--- src/rtl/ternary_fir_pkg.sv ---
// Shared types and helpers for the ternary-coefficient FIR family.
package ternary_fir_pkg;

    // Ternary coefficient: 01 = +1, 11 = -1, 00 = 0, 10 reserved (acts as 0)
    typedef logic signed [1:0] coef_t;

    localparam coef_t COEF_ZERO = 2'sb00;
    localparam coef_t COEF_POS  = 2'sb01;
    localparam coef_t COEF_NEG  = 2'sb11;

    // Channel tag width, never narrower than one bit
    function automatic int ch_width(input int n);
        return (n > 1) ? $clog2(n) : 1;
    endfunction

    // Multiply a sign-extended sample by a ternary coefficient
    function automatic logic signed [31:0] tern_mul(input coef_t c, input logic signed [31:0] x);
        case (c)
            COEF_POS: return x;
            COEF_NEG: return -x;
            default:  return '0;
        endcase
    endfunction

endpackage

--- src/rtl/ternary_fir_mc_if.sv ---
// Sample / coefficient / result bundle for ternary_fir_mc.
interface ternary_fir_mc_if #(
    parameter int TAP_NUMBER   = 10,
    parameter int INPUT_LENGTH = 8,
    parameter int CHANNELS     = 4
) ();
    import ternary_fir_pkg::*;

    localparam int CH_W  = ch_width(CHANNELS);
    localparam int CN_W  = $clog2(TAP_NUMBER);
    localparam int OUT_W = INPUT_LENGTH + $clog2(TAP_NUMBER) + 1;

    logic signed [INPUT_LENGTH-1:0] In;
    logic                           in_valid;
    logic [CH_W-1:0]                in_ch;
    logic [CN_W-1:0]                Coef_Num;
    coef_t                          Coef_Val;
    logic                           Coef_w_en;
    logic                           Coef_commit;
    logic                           flush;
    logic signed [OUT_W-1:0]        Out;
    logic                           out_valid;
    logic [CH_W-1:0]                out_ch;

    modport master (
        output In, in_valid, in_ch, Coef_Num, Coef_Val, Coef_w_en, Coef_commit, flush,
        input  Out, out_valid, out_ch
    );

    modport slave (
        input  In, in_valid, in_ch, Coef_Num, Coef_Val, Coef_w_en, Coef_commit, flush,
        output Out, out_valid, out_ch
    );

endinterface

--- src/rtl/ternary_fir_coef_bank.sv ---
// Double-buffered coefficient store: writes land in a shadow bank, and a
// commit copies the whole shadow bank (including a same-edge write) into
// the active bank in one edge.
module ternary_fir_coef_bank
    import ternary_fir_pkg::*;
#(
    parameter int TAP_NUMBER = 10,
    parameter int CN_W       = $clog2(TAP_NUMBER)
) (
    input  logic            clk,
    input  logic            rst,
    input  logic            i_w_en,
    input  logic [CN_W-1:0] i_num,
    input  coef_t           i_val,
    input  logic            i_commit,
    output coef_t           o_act [TAP_NUMBER]
);

    coef_t r_shadow     [TAP_NUMBER];
    coef_t r_act        [TAP_NUMBER];
    coef_t w_shadow_nxt [TAP_NUMBER];

    // Next shadow contents, so a commit can capture a write on the same edge
    always_comb begin
        w_shadow_nxt = r_shadow;
        if (i_w_en && (32'(i_num) < TAP_NUMBER)) begin
            w_shadow_nxt[i_num] = i_val;
        end
    end

    // Shadow and active bank registers
    always_ff @(posedge clk or posedge rst) begin
        if (rst) begin
            for (int i = 0; i < TAP_NUMBER; i++) begin
                r_shadow[i] <= COEF_ZERO;
                r_act[i]    <= COEF_ZERO;
            end
        end else begin
            r_shadow <= w_shadow_nxt;
            if (i_commit) begin
                r_act <= w_shadow_nxt;
            end
        end
    end

    assign o_act = r_act;

endmodule

--- src/rtl/ternary_fir_mc.sv ---
// Multi-channel two-stage ternary FIR: stage A shifts the tagged channel's
// delay line and captures its window, stage B sums the ternary products.
module ternary_fir_mc
    import ternary_fir_pkg::*;
#(
    parameter int TAP_NUMBER   = 10,
    parameter int INPUT_LENGTH = 8,
    parameter int CHANNELS     = 4
) (
    input logic                clk,
    input logic                rst,
    ternary_fir_mc_if.slave    bus
);

    localparam int CH_W  = ch_width(CHANNELS);
    localparam int CN_W  = $clog2(TAP_NUMBER);
    localparam int OUT_W = INPUT_LENGTH + $clog2(TAP_NUMBER) + 1;

    logic signed [INPUT_LENGTH-1:0] r_dl     [CHANNELS][TAP_NUMBER];
    logic signed [INPUT_LENGTH-1:0] r_win_p0 [TAP_NUMBER];
    logic                           r_vld_p0;
    logic [CH_W-1:0]                r_ch_p0;

    logic signed [OUT_W-1:0]        r_out_p1;
    logic                           r_vld_p1;
    logic [CH_W-1:0]                r_ch_p1;

    coef_t                          w_coef [TAP_NUMBER];
    logic                           w_accept;
    logic signed [31:0]             w_acc;
    logic signed [OUT_W-1:0]        w_sum;

    ternary_fir_coef_bank #(
        .TAP_NUMBER (TAP_NUMBER),
        .CN_W       (CN_W)
    ) u_coef_bank (
        .clk      (clk),
        .rst      (rst),
        .i_w_en   (bus.Coef_w_en),
        .i_num    (bus.Coef_Num),
        .i_val    (bus.Coef_Val),
        .i_commit (bus.Coef_commit),
        .o_act    (w_coef)
    );

    // A sample is taken only for an existing channel and never during flush
    assign w_accept = bus.in_valid && !bus.flush && (32'(bus.in_ch) < CHANNELS);

    // ---- stage A: per-channel delay line shift and window capture ----
    always_ff @(posedge clk or posedge rst) begin
        if (rst) begin
            for (int c = 0; c < CHANNELS; c++) begin
                for (int i = 0; i < TAP_NUMBER; i++) begin
                    r_dl[c][i] <= '0;
                end
            end
            for (int i = 0; i < TAP_NUMBER; i++) begin
                r_win_p0[i] <= '0;
            end
            r_vld_p0 <= 1'b0;
            r_ch_p0  <= '0;
        end else begin
            r_vld_p0 <= w_accept;
            if (bus.flush) begin
                for (int c = 0; c < CHANNELS; c++) begin
                    for (int i = 0; i < TAP_NUMBER; i++) begin
                        r_dl[c][i] <= '0;
                    end
                end
            end else if (w_accept) begin
                r_dl[bus.in_ch][0] <= bus.In;
                r_win_p0[0]        <= bus.In;
                for (int i = 1; i < TAP_NUMBER; i++) begin
                    r_dl[bus.in_ch][i] <= r_dl[bus.in_ch][i-1];
                    r_win_p0[i]        <= r_dl[bus.in_ch][i-1];
                end
                r_ch_p0 <= bus.in_ch;
            end
        end
    end

    // Ternary products summed at full width; the result always fits OUT_W
    always_comb begin
        w_acc = '0;
        for (int i = 0; i < TAP_NUMBER; i++) begin
            w_acc = w_acc + tern_mul(w_coef[i], 32'(r_win_p0[i]));
        end
    end

    assign w_sum = OUT_W'(w_acc);

    // ---- stage B: output register, holds its value while idle ----
    always_ff @(posedge clk or posedge rst) begin
        if (rst) begin
            r_out_p1 <= '0;
            r_vld_p1 <= 1'b0;
            r_ch_p1  <= '0;
        end else begin
            r_vld_p1 <= r_vld_p0;
            if (r_vld_p0) begin
                r_out_p1 <= w_sum;
                r_ch_p1  <= r_ch_p0;
            end
        end
    end

    assign bus.Out       = r_out_p1;
    assign bus.out_valid = r_vld_p1;
    assign bus.out_ch    = r_ch_p1;

endmodule
--- src/flat_wrapper.sv ---
// flat-port wrapper written by rule: the top's interface ports become plain ports
module ternary_fir_mc_flat import ternary_fir_pkg::*;
#(
    parameter int TAP_NUMBER   = 10,
    parameter int INPUT_LENGTH = 8,
    parameter int CHANNELS     = 4
)
  (clk, rst, bus_In, bus_in_valid, bus_in_ch, bus_Coef_Num, bus_Coef_Val, bus_Coef_w_en, bus_Coef_commit, bus_flush, bus_Out, bus_out_valid, bus_out_ch);
  ternary_fir_mc_if #(.TAP_NUMBER(TAP_NUMBER), .INPUT_LENGTH(INPUT_LENGTH), .CHANNELS(CHANNELS)) bus_i ();
  input logic clk;
  input logic rst;
  input wire logic [$bits(bus_i.In)-1:0] bus_In;
  input wire logic [$bits(bus_i.in_valid)-1:0] bus_in_valid;
  input wire logic [$bits(bus_i.in_ch)-1:0] bus_in_ch;
  input wire logic [$bits(bus_i.Coef_Num)-1:0] bus_Coef_Num;
  input wire logic [$bits(bus_i.Coef_Val)-1:0] bus_Coef_Val;
  input wire logic [$bits(bus_i.Coef_w_en)-1:0] bus_Coef_w_en;
  input wire logic [$bits(bus_i.Coef_commit)-1:0] bus_Coef_commit;
  input wire logic [$bits(bus_i.flush)-1:0] bus_flush;
  output wire logic [$bits(bus_i.Out)-1:0] bus_Out;
  output wire logic [$bits(bus_i.out_valid)-1:0] bus_out_valid;
  output wire logic [$bits(bus_i.out_ch)-1:0] bus_out_ch;
  assign bus_i.In = bus_In;
  assign bus_i.in_valid = bus_in_valid;
  assign bus_i.in_ch = bus_in_ch;
  assign bus_i.Coef_Num = bus_Coef_Num;
  assign bus_i.Coef_Val = bus_Coef_Val;
  assign bus_i.Coef_w_en = bus_Coef_w_en;
  assign bus_i.Coef_commit = bus_Coef_commit;
  assign bus_i.flush = bus_flush;
  assign bus_Out = bus_i.Out;
  assign bus_out_valid = bus_i.out_valid;
  assign bus_out_ch = bus_i.out_ch;
  ternary_fir_mc #(.TAP_NUMBER(TAP_NUMBER), .INPUT_LENGTH(INPUT_LENGTH), .CHANNELS(CHANNELS)) u_core (.clk(clk), .rst(rst), .bus(bus_i));
endmodule
--- config.mk ---
export PLATFORM = sky130hd
export DESIGN_NAME = ternary_fir_mc_flat
export DESIGN_NICKNAME = d
export VERILOG_FILES = /design/src/rtl/ternary_fir_pkg.sv /design/src/rtl/ternary_fir_mc_if.sv /design/src/rtl/ternary_fir_coef_bank.sv /design/src/rtl/ternary_fir_mc.sv /design/src/flat_wrapper.sv
export SDC_FILE = /design/constraint.sdc
export NUM_CORES = 1
export LEC_CHECK = 0
export BUFFER_PORTS_ARGS = -buffer_cell sky130_fd_sc_hd__buf_2
export CORE_MARGIN = 8
export CORE_UTILIZATION = 58
export DETAILED_ROUTE_END_ITERATION = 7
export HOLD_SLACK_MARGIN = 0.05
export PLACE_DENSITY_LB_ADDON = 0.08
export SLEW_MARGIN = 20
export SYNTH_ARGS = -nofsm -noshare
export SYNTH_HDL_FRONTEND = slang
export SYNTH_SLANG_ARGS = --single-unit
--- constraint.sdc ---
create_clock -name clk -period 14.1 [get_ports clk]
set_input_delay 2.82 -clock clk [delete_from_list [all_inputs] [get_ports clk]]
set_output_delay 2.82 -clock clk [all_outputs]
set_load 0.01 [all_outputs]
==> metrics.txt, run 1 <==
WP data required=14.52 ns; Max Slew Vio Count=0; Post-Synthesis Cells=2166; status=finished clean; most common cell in the synthesized netlist=nand2_1; core area=around 0.039 mm^2; buffer depth of the longest clock path=3; DRC=0; setup TNS=0 ns; CP startpoint kind=register; Boundary Pins=38; actual slew at the worst max-slew pin=1.097 ns; Post-CTS Hold Fix Bufs=0; CP peak stage delay=0.54 ns; Sw Ratio=26.74%; synthesized area per cell=10.58 um^2; kind of critical path=reg -> reg; Die H=roughly 210 um; Pre-antenna DRT Iters=5; asr flop ratio synth=100.0%; fmax=0.1593 GHz; Slew headroom=26.84%; area grow syn2layout=8.914%; Comb power frac=11.2%; Root Buffer Master=clkbuf_16; post-CTS setup buffers=0; grt ovf=0; Internal Power=2.104 mW; Critical Path End Type=register; Initial Util=58.19%; Hold WC Path Type=reg -> reg; share of power burned in registers=47.4%; layout cells sized above 1=around 15%; Clk pin slew, worst setup/hold paths=0.06 ns; clock skew=0.01850 ns; Synth cell types=54; maxcap violations=0; Clk pwr share=41.4%; cell area after layout=roughly 0.025 mm^2; Final Hold Fails=0; critical path's top delay family=adder cells; Final #Nets=about 2300; Cell Pwr Density=115.1 mW/mm^2; Netlist Area Pre-Place=0.02291 mm^2; post-DR wirelength/cell=21.47 um; Die Footprint=0.04611 mm^2; critical path's most frequent cell=xnor2_1; cell count after placement=between 2000 and 3000; via count=15940; Area contributors post-synth=dfrtp_1, nand2_1, fa_1; GRT Overall Usage=25.41%; Simple-Gate Fraction of Synth Area=12.62%; Port Buffers=37; most used flip-flop cell after synthesis=dfrtp_1; Post-synth EDFFs=0; largest net degree at the start of global routing=193; worst-path fanout max=5; final setup fails=0; CTS Buf Count=45; adder-cell share of the synthesized area=9.285%; main combinational cell family by area after synthesis=multiplexers; worst skew pair latency=0.58 ns; critical-path cell list=or3_4, or3_2, o31ai_1, mux2i_1, and2_1, fa_1, inv_1, fa_1, fa_1, inv_1, fa_1, inv_1, fa_1, xnor2_1, xnor2_1, xnor2_1, xnor2_1, xnor2_1, xnor3_1, xnor2_1, a21oi_1; Iteration-0 DRC Markers=1340; antenna-violating nets left=0; Synth Area in XOR/XNOR=3.386%; Switch Pwr=roughly 770 uW; Tcrit/Tclk final=44.51%; post-synthesis sequential area ratio=46.64%; CTS Sinks=427; FP Rows=73; worst path bufs/invs=3; mux contribution to synthesized area=13.28%; Die Width=approximately 210 um; warning count from the yosys run=0; hpwl dp=37550 um; Via density=between 5 and 6; non-filler cells, final=2691; global-route wire length before repair=93700 um; Yosys top cell area share=46.64%; Worst EP arrival=6.70 ns; initial antenna violation count=0; htree depth=2; Yosys top cell by area=dfrtp_1; Slowest cell on crit path=fa_1; top post-synthesis cells by count=nand2_1, dfrtp_1, a21oi_1; multi-input logic area=around 0.011 mm^2; min Tclk post-route=6.276 ns; filler instances=~3200; leak pwr=11.20 nW; Post-Route WL=between 50000 and 60000 um; Yosys reg bits=427; antenna cell count=0; post-CTS resize count=0; Post-Syn Nets=2304; sequential cell area=roughly 0.011 mm^2; vias in the first global route=~16000; worst vdd ir=93.99 uV; placer's final routability congestion estimate=0.9887; DP Area=0.02342 mm^2; post-synthesis compound-gate area fraction=about a tenth; RSZ-0062 raised after global routing=no; CTS tree=built
[layout by cell type, fill, tap and decap left out, types with 3 or more instances in the layout]
| cell | n |
|---|---|
| o31ai_1 | 15 |
| or4_1 | 6 |
| ha_1 | 26 |
| clkinv_2 | 5 |
| fa_1 | 90 |
| clkbuf_8 | 12 |
| xnor2_1 | 73 |
| clkbuf_1 | 14 |
| mux4_2 | 72 |
| nor3_1 | 5 |
| inv_1 | 112 |
| a22o_1 | 69 |
| a21oi_1 | 225 |
| a21o_1 | 6 |
| nor2_1 | 33 |
| clkbuf_16 | 45 |
| mux2i_1 | 16 |
| xor2_1 | 13 |
| nand2_1 | 534 |
| nand3_1 | 7 |
| and2_1 | 42 |
| o21a_1 | 4 |
| o41ai_1 | 6 |
| nor2b_1 | 17 |
| nand3b_1 | 3 |
| dfrtp_1 | 427 |
| mux2_2 | 112 |
| clkinvlp_4 | 3 |
| o21ai_0 | 57 |
| nand2b_1 | 14 |
| buf_4 | 21 |
| buf_2 | 34 |
[metrics by stage]
step / worst slack, ns / hold slack (ns) / util [%] / power, mW
2_1_floorplan: 5.517 / 0.3732 / - / 1.595
3_3_place_gp: 7.871 / 0.4749 / 59.49 / 1.699
3_5_place_dp: 7.840 / 0.4737 / 59.49 / 1.706
4_1_cts: 7.800 / 0.4892 / 63.25 / 2.895
5_1_grt: 7.510 / 0.5092 / 63.38 / 2.986
6_report: 7.824 / 0.4877 / 63.38 / 2.872
[tightest hold or removal path: cells and delay by family (launching register included)]
kind / cells / cell delay (ns)
DFF: 1 / 0.33
and+or+nand+nor: 2 / 0.12
[final cells by class]
cell class / instances / share of cell area, %
sequential: 427 / 42.83
timing repair buffer: 60 / 1.675
inverter: 113 / 1.715
clock buffer: 71 / 5.386
tap: 525 / 2.633
multi-input combinational: 1483 / 45.21
clock inverter: 12 / 0.5516
[state kept, by name, indices dropped and copies added, names as in the netlist]
signal                       flops
u_core.r_dl                    288
u_core.r_win_p0                 80
u_core.u_coef_bank.o_act        20
u_core.u_coef_bank.r_shadow     20
u_core.bus.Out                  13
u_core.bus.out_ch                2
u_core.r_ch_p0                   2
u_core.bus.out_valid             1
u_core.r_vld_p0                  1
[logic make-up after synthesis]
group           Yosys count
xor+xnor                 87
fa+ha+maj               116
buf+inv                 256
simple gates            683
compound gates          397
flops                   427
mux                     200
[power by group through the flow]
| stage | clock network (mW) | registers [mW] | logic (mW) |
|---|---|---|---|
| after detailed placement | 0 | 1.38 | 0.324 |
| after global placement | 0 | 1.38 | 0.320 |
| after CTS | 1.21 | 1.36 | 0.325 |
| after global routing | 1.25 | 1.37 | 0.361 |
| final | 1.19 | 1.36 | 0.322 |
| after floorplan | 0 | 1.33 | 0.261 |
[path summary, 6_finish.rpt]
kind | cells after the start | end | slack, ns | start
min reg2reg | 2 | u_core.bus.Out[11]$_DFFE_PP0P_ | 0.49 | u_core.bus.Out[11]$_DFFE_PP0P_
max reg2reg | 21 | u_core.bus.Out[12]$_DFFE_PP0P_ | 7.82 | u_core.r_win_p0[10]$_DFFE_PP0P_
min in group asynchronous | 2 | u_core.r_dl[93]$_DFFE_PP0P_ | 2.24 | rst
min | 2 | u_core.bus.Out[11]$_DFFE_PP0P_ | 0.49 | u_core.bus.Out[11]$_DFFE_PP0P_
max in group asynchronous | 4 | u_core.r_dl[35]$_DFFE_PP0P_ | 10.11 | rst
max | 21 | u_core.bus.Out[12]$_DFFE_PP0P_ | 7.82 | u_core.r_win_p0[10]$_DFFE_PP0P_
[routing by layer]
| metal | global-route usage, % | share of wire (%) | vias to the layer above |
|---|---|---|---|
| li1 | - | - | 7194 |
| met1 | 36.35 | 44 | 8113 |
| met2 | 38.88 | 46 | 549 |
| met3 | 5.309 | 7.8 | 80 |
| met4 | 7.884 | 2.7 | 0 |
| met5 | 0 | 0 | - |
(Power assumes the default switching activity.)
==> inputs of run 2 (changes only) <==
Clock period 14.1 ns to 5.7 ns, I/O delays scaled along.
==> run 2 against run 1 <==
Effect of this change:
- combinational power rose to 3.1 times the previous value
- cell count up 4.6%
- die area unchanged
- first-iteration DRC count up 11%
- largest cell class unchanged
==> metrics.txt, run 2 (synthesis gave the netlist of run 1 again) <==
Die Footprint=0.04611 mm^2 (unchanged); sequential cell area=0.01069 mm^2 (about the same); Post-Route WL=61290 um (+6.1%); placer's final routability congestion estimate=0.9573 (-3.2%); core area=0.03937 mm^2 (unchanged); Boundary Pins=38 (unchanged); filler instances=3063 (-4.2%); layout cells sized above 1=22.89% (+7.6 points); Tcrit/Tclk final=99.85% (+55 points); worst skew pair latency=0.58 ns (about the same); commonest non-fill, non-tap cell in the layout=nand2_1; post-DR wirelength/cell=21.77 um (+1.4%); multi-input logic area=0.01163 mm^2 (+3.1%); antenna-violating nets left=0 (unchanged); most frequent cells in the layout=nand2_1, dfrtp_1, a21oi_1; via count=16540 (+3.8%); WP data required=6.14 ns (-8.38 ns); GRT Overall Usage=26.75% (+1.3 points); max reg flops=288 (unchanged); Largest regs=u_core.r_dl x288, u_core.r_win_p0 x80; non-filler cells, final=2815 (+4.6%); worst-path fanout max=2 (-3); kind of critical path=reg -> reg; Slew headroom=29.54% (+2.7 points); DRC=0 (unchanged); global-route wire length before repair=97570 um (+4.1%); htree depth=2 (unchanged); Post-CTS Hold Fix Bufs=0 (unchanged); FP Rows=73 (unchanged); grt ovf=0 (unchanged); area grow syn2layout=14.68%; largest net degree at the start of global routing=189 (-2.1%); vias in the first global route=17080 (+3.5%); DP Area=0.02433 mm^2 (+3.9%); final setup fails=0 (unchanged); Final WS setup=0.008587 ns (-7.815 ns); Pre-antenna DRT Iters=5 (unchanged); CTS Buf Count=46 (+2.2%); dpl ws=-0.2275 ns (-8.067 ns); Final Core Density=66.74% (+3.4 points); Max Slew Vio Count=0 (unchanged); crit path from=u_core.r_win_p0[8]$_DFFE_PP0P_; status=finished clean; CTS Sinks=427 (unchanged); Root Buffer Master=clkbuf_16; Final Hold Fails=0 (unchanged); Iteration-0 DRC Markers=1491 (+11%); RSZ-0062 raised after global routing=yes; Hold Startpoint=u_core.u_coef_bank.r_shadow[19]$_DFF_PP0_; Initial Util=58.19% (unchanged); initial antenna violation count=4 (+4); Cell Pwr Density=276.2 mW/mm^2 (+140%); Via density=5.877 (-0.76%); worst vdd ir=242.6 uV (+160%); CP startpoint kind=register; Reg with most FFs=u_core.r_dl; clock skew=0.01484 ns (-0.003667 ns); r2r startpoint=u_core.r_win_p0[8]$_DFFE_PP0P_; hpwl dp=39770 um (+5.9%); leak pwr=11.95 nW (+6.7%); maxcap violations=0 (unchanged); actual slew at the worst max-slew pin=1.057 ns (-0.04053 ns); Die H=214.7 um (unchanged); Final #Nets=2393 (+5.5%); cell area after layout=0.02627 mm^2 (+5.3%); Die Width=214.7 um (unchanged); fmax=0.1757 GHz (+10%); Hold WC Path Type=reg -> reg; cell count after placement=2721 (+4.4%); Worst EP arrival=6.13 ns (-0.57 ns); min Tclk post-route=5.691 ns (-0.5847 ns); CTS tree=built; Power Total=7.255 mW (+150%); Port Buffers=37 (unchanged); Critical Path End Type=register; buffer depth of the longest clock path=3 (unchanged); Clk pin slew, worst setup/hold paths=0.06 ns (about the same)
run 2: cell count changes in the layout (fill, tap and decap cells not counted), moves of 9 or more:
| cell | change |
|---|---|
| buf_4 | +121 |
| ha_1 | -9 |
| inv_1 | -10 |
| inv_2 | +9 |
| o21ai_0 | -9 |
run 2: cell type report:
type / instances / share of cell area, %
Inverter: 113 / 1.638
Clock buffer: 71 / 5.315
Clock inverter: 11 / 0.3524
Timing Repair Buffer: 184 / 5.244
Multi-Input combinational cell: 1483 / 44.26
Antenna cell: 1 / 0.009525
Sequential cell: 427 / 40.68
Tap cell: 525 / 2.500
run 2: layer usage:
layer / wire [um] / global-route usage (%) / vias up
met5: 0 / 0 / -
met2: 28710 / 41.68 / 559
met3: 4496 / 5.407 / 113
li1: - / - / 7449
met1: 26010 / 37.24 / 8423
met4: 2067 / 9.415 / 0
run 2: final timing paths:
| path | endpoint | slack, ns | cells after the start |
|---|---|---|---|
| worst max register to register | u_core.bus.Out[12]$_DFFE_PP0P_ | 0.009 | 22 |
| worst min-delay path | u_core.u_coef_bank.r_shadow[19]$_DFF_PP0_ | 0.50 | 1 |
| min in group asynchronous | u_core.r_dl[93]$_DFFE_PP0P_ | 0.66 | 2 |
| worst min register to register | u_core.u_coef_bank.r_shadow[19]$_DFF_PP0_ | 0.50 | 1 |
| max in group asynchronous | u_core.r_dl[64]$_DFFE_PP0P_ | 3.67 | 4 |
| worst max-delay path | u_core.bus.Out[12]$_DFFE_PP0P_ | 0.009 | 22 |
run 2: stage by stage:
step	hold slack, ns	setup TNS, ns
3_5_place_dp	0.4846	-0.8240
6_report	0.4974	0
3_3_place_gp	0.4713	-0.5217
5_1_grt	0.5080	-0.7010
4_1_cts	0.4977	0
2_1_floorplan	0.3732	-513.86
run 2: repair_timing:
item	in CTS	in global routing
buffers inserted	2	8
gates resized for setup	25	58
setup endpoints to repair	6	6
pin swaps	34	60
endpoints found under the hold margin	0	0
run 2: critical path, cell delays in order, from the launching register on:
cell,delay [ns]
dfrtp_1,0.36
inv_1,0.09
ha_4,0.16
nand2b_4,0.13
xnor2_1,0.12
and2_1,0.17
fa_2,0.61
fa_1,0.48
fa_1,0.57
inv_2,0.04
fa_1,0.50
fa_1,0.57
inv_2,0.06
ha_4,0.20
a21o_1,0.17
a21o_1,0.19
a2111oi_4,0.34
buf_4,0.17
o31ai_2,0.08
a21o_1,0.19
a21oi_2,0.15
xnor2_1,0.13
a21oi_1,0.08
run 2: power by group:
part	total [mW]	switching (mW)	internal, mW
logic	1.00	0.589	0.413
clock network	2.96	1.23	1.73
registers	3.30	0.129	3.17
total	7.26	1.95	5.31
==> inputs of run 3 (changes only) <==
Settings changed: RECOVER_POWER from default to 25.
==> run 3 against run 2 <==
Effect of this change:
- the flow now finishes with violations (max-capacitance violations, max-slew violations)
- die area is the same
- combinational power about the same
- sequential power barely moved
- wire length hardly changed
- setup slack improved by 0.0037 ns
- worst hold slack got worse by 0.014 ns
- clock-buffer cell count unchanged
- critical path depth stayed put
- clock skew shrank 0.00072 ns
- sequential share of layout area is 0.076 points higher
- cell count unchanged
- non-clock buffer count unchanged
==> metrics.txt, run 3 (synthesis gave the netlist of run 1 again) <==
Initial Util=58.19% (unchanged); CP peak stage delay=0.61 ns (about the same); Cell Pwr Density=276.4 mW/mm^2 (about the same); core area=0.03937 mm^2 (unchanged); failing checks=max-capacitance violations, max-slew violations; Max Slew Vio Count=312 (+312); via count=16580 (+0.22%); worst-path fanout max=2 (unchanged); fmax=0.1758 GHz (about the same); CP startpoint kind=register; post-DR wirelength/cell=21.78 um (about the same); clock skew=0.01412 ns (-0.0007191 ns); Pre-antenna DRT Iters=5 (unchanged); hpwl dp=39770 um (unchanged); FP Rows=73 (unchanged); critical-path cell list=inv_1, ha_4, nand2b_4, xnor2_1, and2_1, fa_2, fa_1, fa_1, inv_2, fa_1, fa_1, inv_2, ha_4, a21o_1, a21o_1, a2111oi_4, buf_4, o31ai_2, a21o_1, a21oi_2, xnor2_1, a21oi_1; Final Hold Fails=0 (unchanged); commonest non-fill, non-tap cell in the layout=nand2_1; status=finished with violations; worst vdd ir=243.2 uV (+0.28%); Reg with most FFs=u_core.r_dl; Die Footprint=0.04611 mm^2 (unchanged); Iteration-0 DRC Markers=1539 (+3.2%); DP Area=0.02433 mm^2 (unchanged); CTS tree=built; GR Util met2=41.68% (unchanged); most frequent cells in the layout=nand2_1, dfrtp_1, a21oi_1; vias in the first global route=17080 (unchanged); grt met1 use=37.24% (unchanged); Clk pin slew, worst setup/hold paths=0.06 ns (about the same); largest net degree at the start of global routing=189 (unchanged); grt ovf=0 (unchanged); Port Buffers=37 (unchanged); CTS Buf Count=46 (unchanged); GRT busiest layer=met2; Tcrit/Tclk final=99.78% (about the same); Final #Nets=2393 (unchanged); Boundary Pins=38 (unchanged); htree depth=2 (unchanged); worst path bufs/invs=4 (unchanged); Largest regs=u_core.r_dl x288, u_core.r_win_p0 x80; critical path's most frequent cell=fa_1; worst skew pair latency=0.58 ns (about the same); buffer depth of the longest clock path=3 (unchanged); maxcap violations=3 (+3); Hold WC Path Type=reg -> reg; DRC=0 (unchanged); critical path's top delay family=adder cells; Post-Route WL=61320 um (about the same); Post-CTS Hold Fix Bufs=0 (unchanged); initial antenna violation count=4 (unchanged); Slowest cell on crit path=fa_2; Slew headroom=-90.65% (-120 points); global-route wire length before repair=97570 um (unchanged); WP data required=6.13 ns (about the same); Worst EP arrival=6.12 ns (about the same); cell area after layout=0.02622 mm^2 (-0.19%); Final Core Density=66.61% (-0.12 points); CTS Sinks=427 (unchanged); min Tclk post-route=5.688 ns (-0.003708 ns); layout cells sized above 1=22.32% (-0.57 points); met3 usage=5.407% (unchanged); antenna-violating nets left=0 (unchanged); GRT Overall Usage=26.75% (unchanged); kind of critical path=reg -> reg; cell count after placement=2721 (unchanged); actual slew at the worst max-slew pin=2.860 ns (+1.803 ns); Die H=214.7 um (unchanged); area grow syn2layout=14.47%; Critical Path End Type=register; leak pwr=11.93 nW (-0.12%); Die Width=214.7 um (unchanged); non-filler cells, final=2815 (unchanged); max reg flops=288 (unchanged); final setup fails=0 (unchanged); Root Buffer Master=clkbuf_16; Via density=5.890 (+0.22%); RSZ-0062 raised after global routing=yes; placer's final routability congestion estimate=0.9573 (unchanged)
## run 3: cell count changes in the layout (fill, tap and decap cells not counted)
cell,before,now
mux2_2,112,100
mux2_1,0,12
clkbuf_1,11,12
clkinvlp_4,3,2
buf_12,4,1
buf_2,34,33
clkbuf_2,0,3
clkinvlp_2,0,1
## run 3: repair_timing
action                                  4_1_cts  5_1_grt
resized for setup                            25       58
pin swaps                                    34       60
buffers inserted                              2        8
endpoints found under the setup margin        6        6
cloned                                        0        0
## run 3: cell type report
cell class,count,area (um^2)
clock buffers,71,1396
clock inverters,11,92.59
flip-flops and latches,427,10690
well taps,525,656.9
diodes,1,2.502
multi-input cells,1483,11630
repair buffers,184,1331
inverters,113,427.9
fillers,3069,13140
## run 3: worst paths after layout
path                                                               start                                        to  slack (ns)  depth (start not counted)
worst max-delay path                      u_core.r_win_p0[8]$_DFFE_PP0P_            u_core.bus.Out[12]$_DFFE_PP0P_        0.01                         22
worst min-delay path            u_core.u_coef_bank.r_shadow[1]$_DFF_PP0_  u_core.u_coef_bank.r_shadow[1]$_DFF_PP0_        0.48                          1
worst max register to register            u_core.r_win_p0[8]$_DFFE_PP0P_            u_core.bus.Out[12]$_DFFE_PP0P_        0.01                         22
worst min register to register  u_core.u_coef_bank.r_shadow[1]$_DFF_PP0_  u_core.u_coef_bank.r_shadow[1]$_DFF_PP0_        0.48                          1
max in group asynchronous                                            rst           u_core.r_win_p0[66]$_DFFE_PP0P_        1.32                          3
min in group asynchronous                                            rst               u_core.r_dl[93]$_DFFE_PP0P_        0.83                          2
## run 3: where the power goes
group	switching, mW	internal, mW
Clock	1.23	1.73
Sequential	0.129	3.17
Combinational	0.588	0.407
Total	1.95	5.30
## run 3: layer usage
| metal | vias up | wire [um] | part of all wire, % |
|---|---|---|---|
| li1 | 7456 | - | - |
| met1 | 8465 | 26090 | 43 |
| met2 | 541 | 28870 | 47 |
| met3 | 118 | 4290 | 7.0 |
| met4 | 0 | 2077 | 3.4 |
| met5 | - | 0 | 0 |
## run 3: through the flow
stage	power, mW	setup WS (ns)	hold WS [ns]	TNS [ns]
floorplan	3.951	-1.203	0.3732	-513.86
global placement	4.286	-0.1881	0.4713	-0.5217
detailed placement	4.305	-0.2275	0.4846	-0.8240
CTS	7.276	0.004265	0.4977	0
global route	7.527	-0.1874	0.5080	-0.7010
finish	7.249	0.01230	0.4833	0
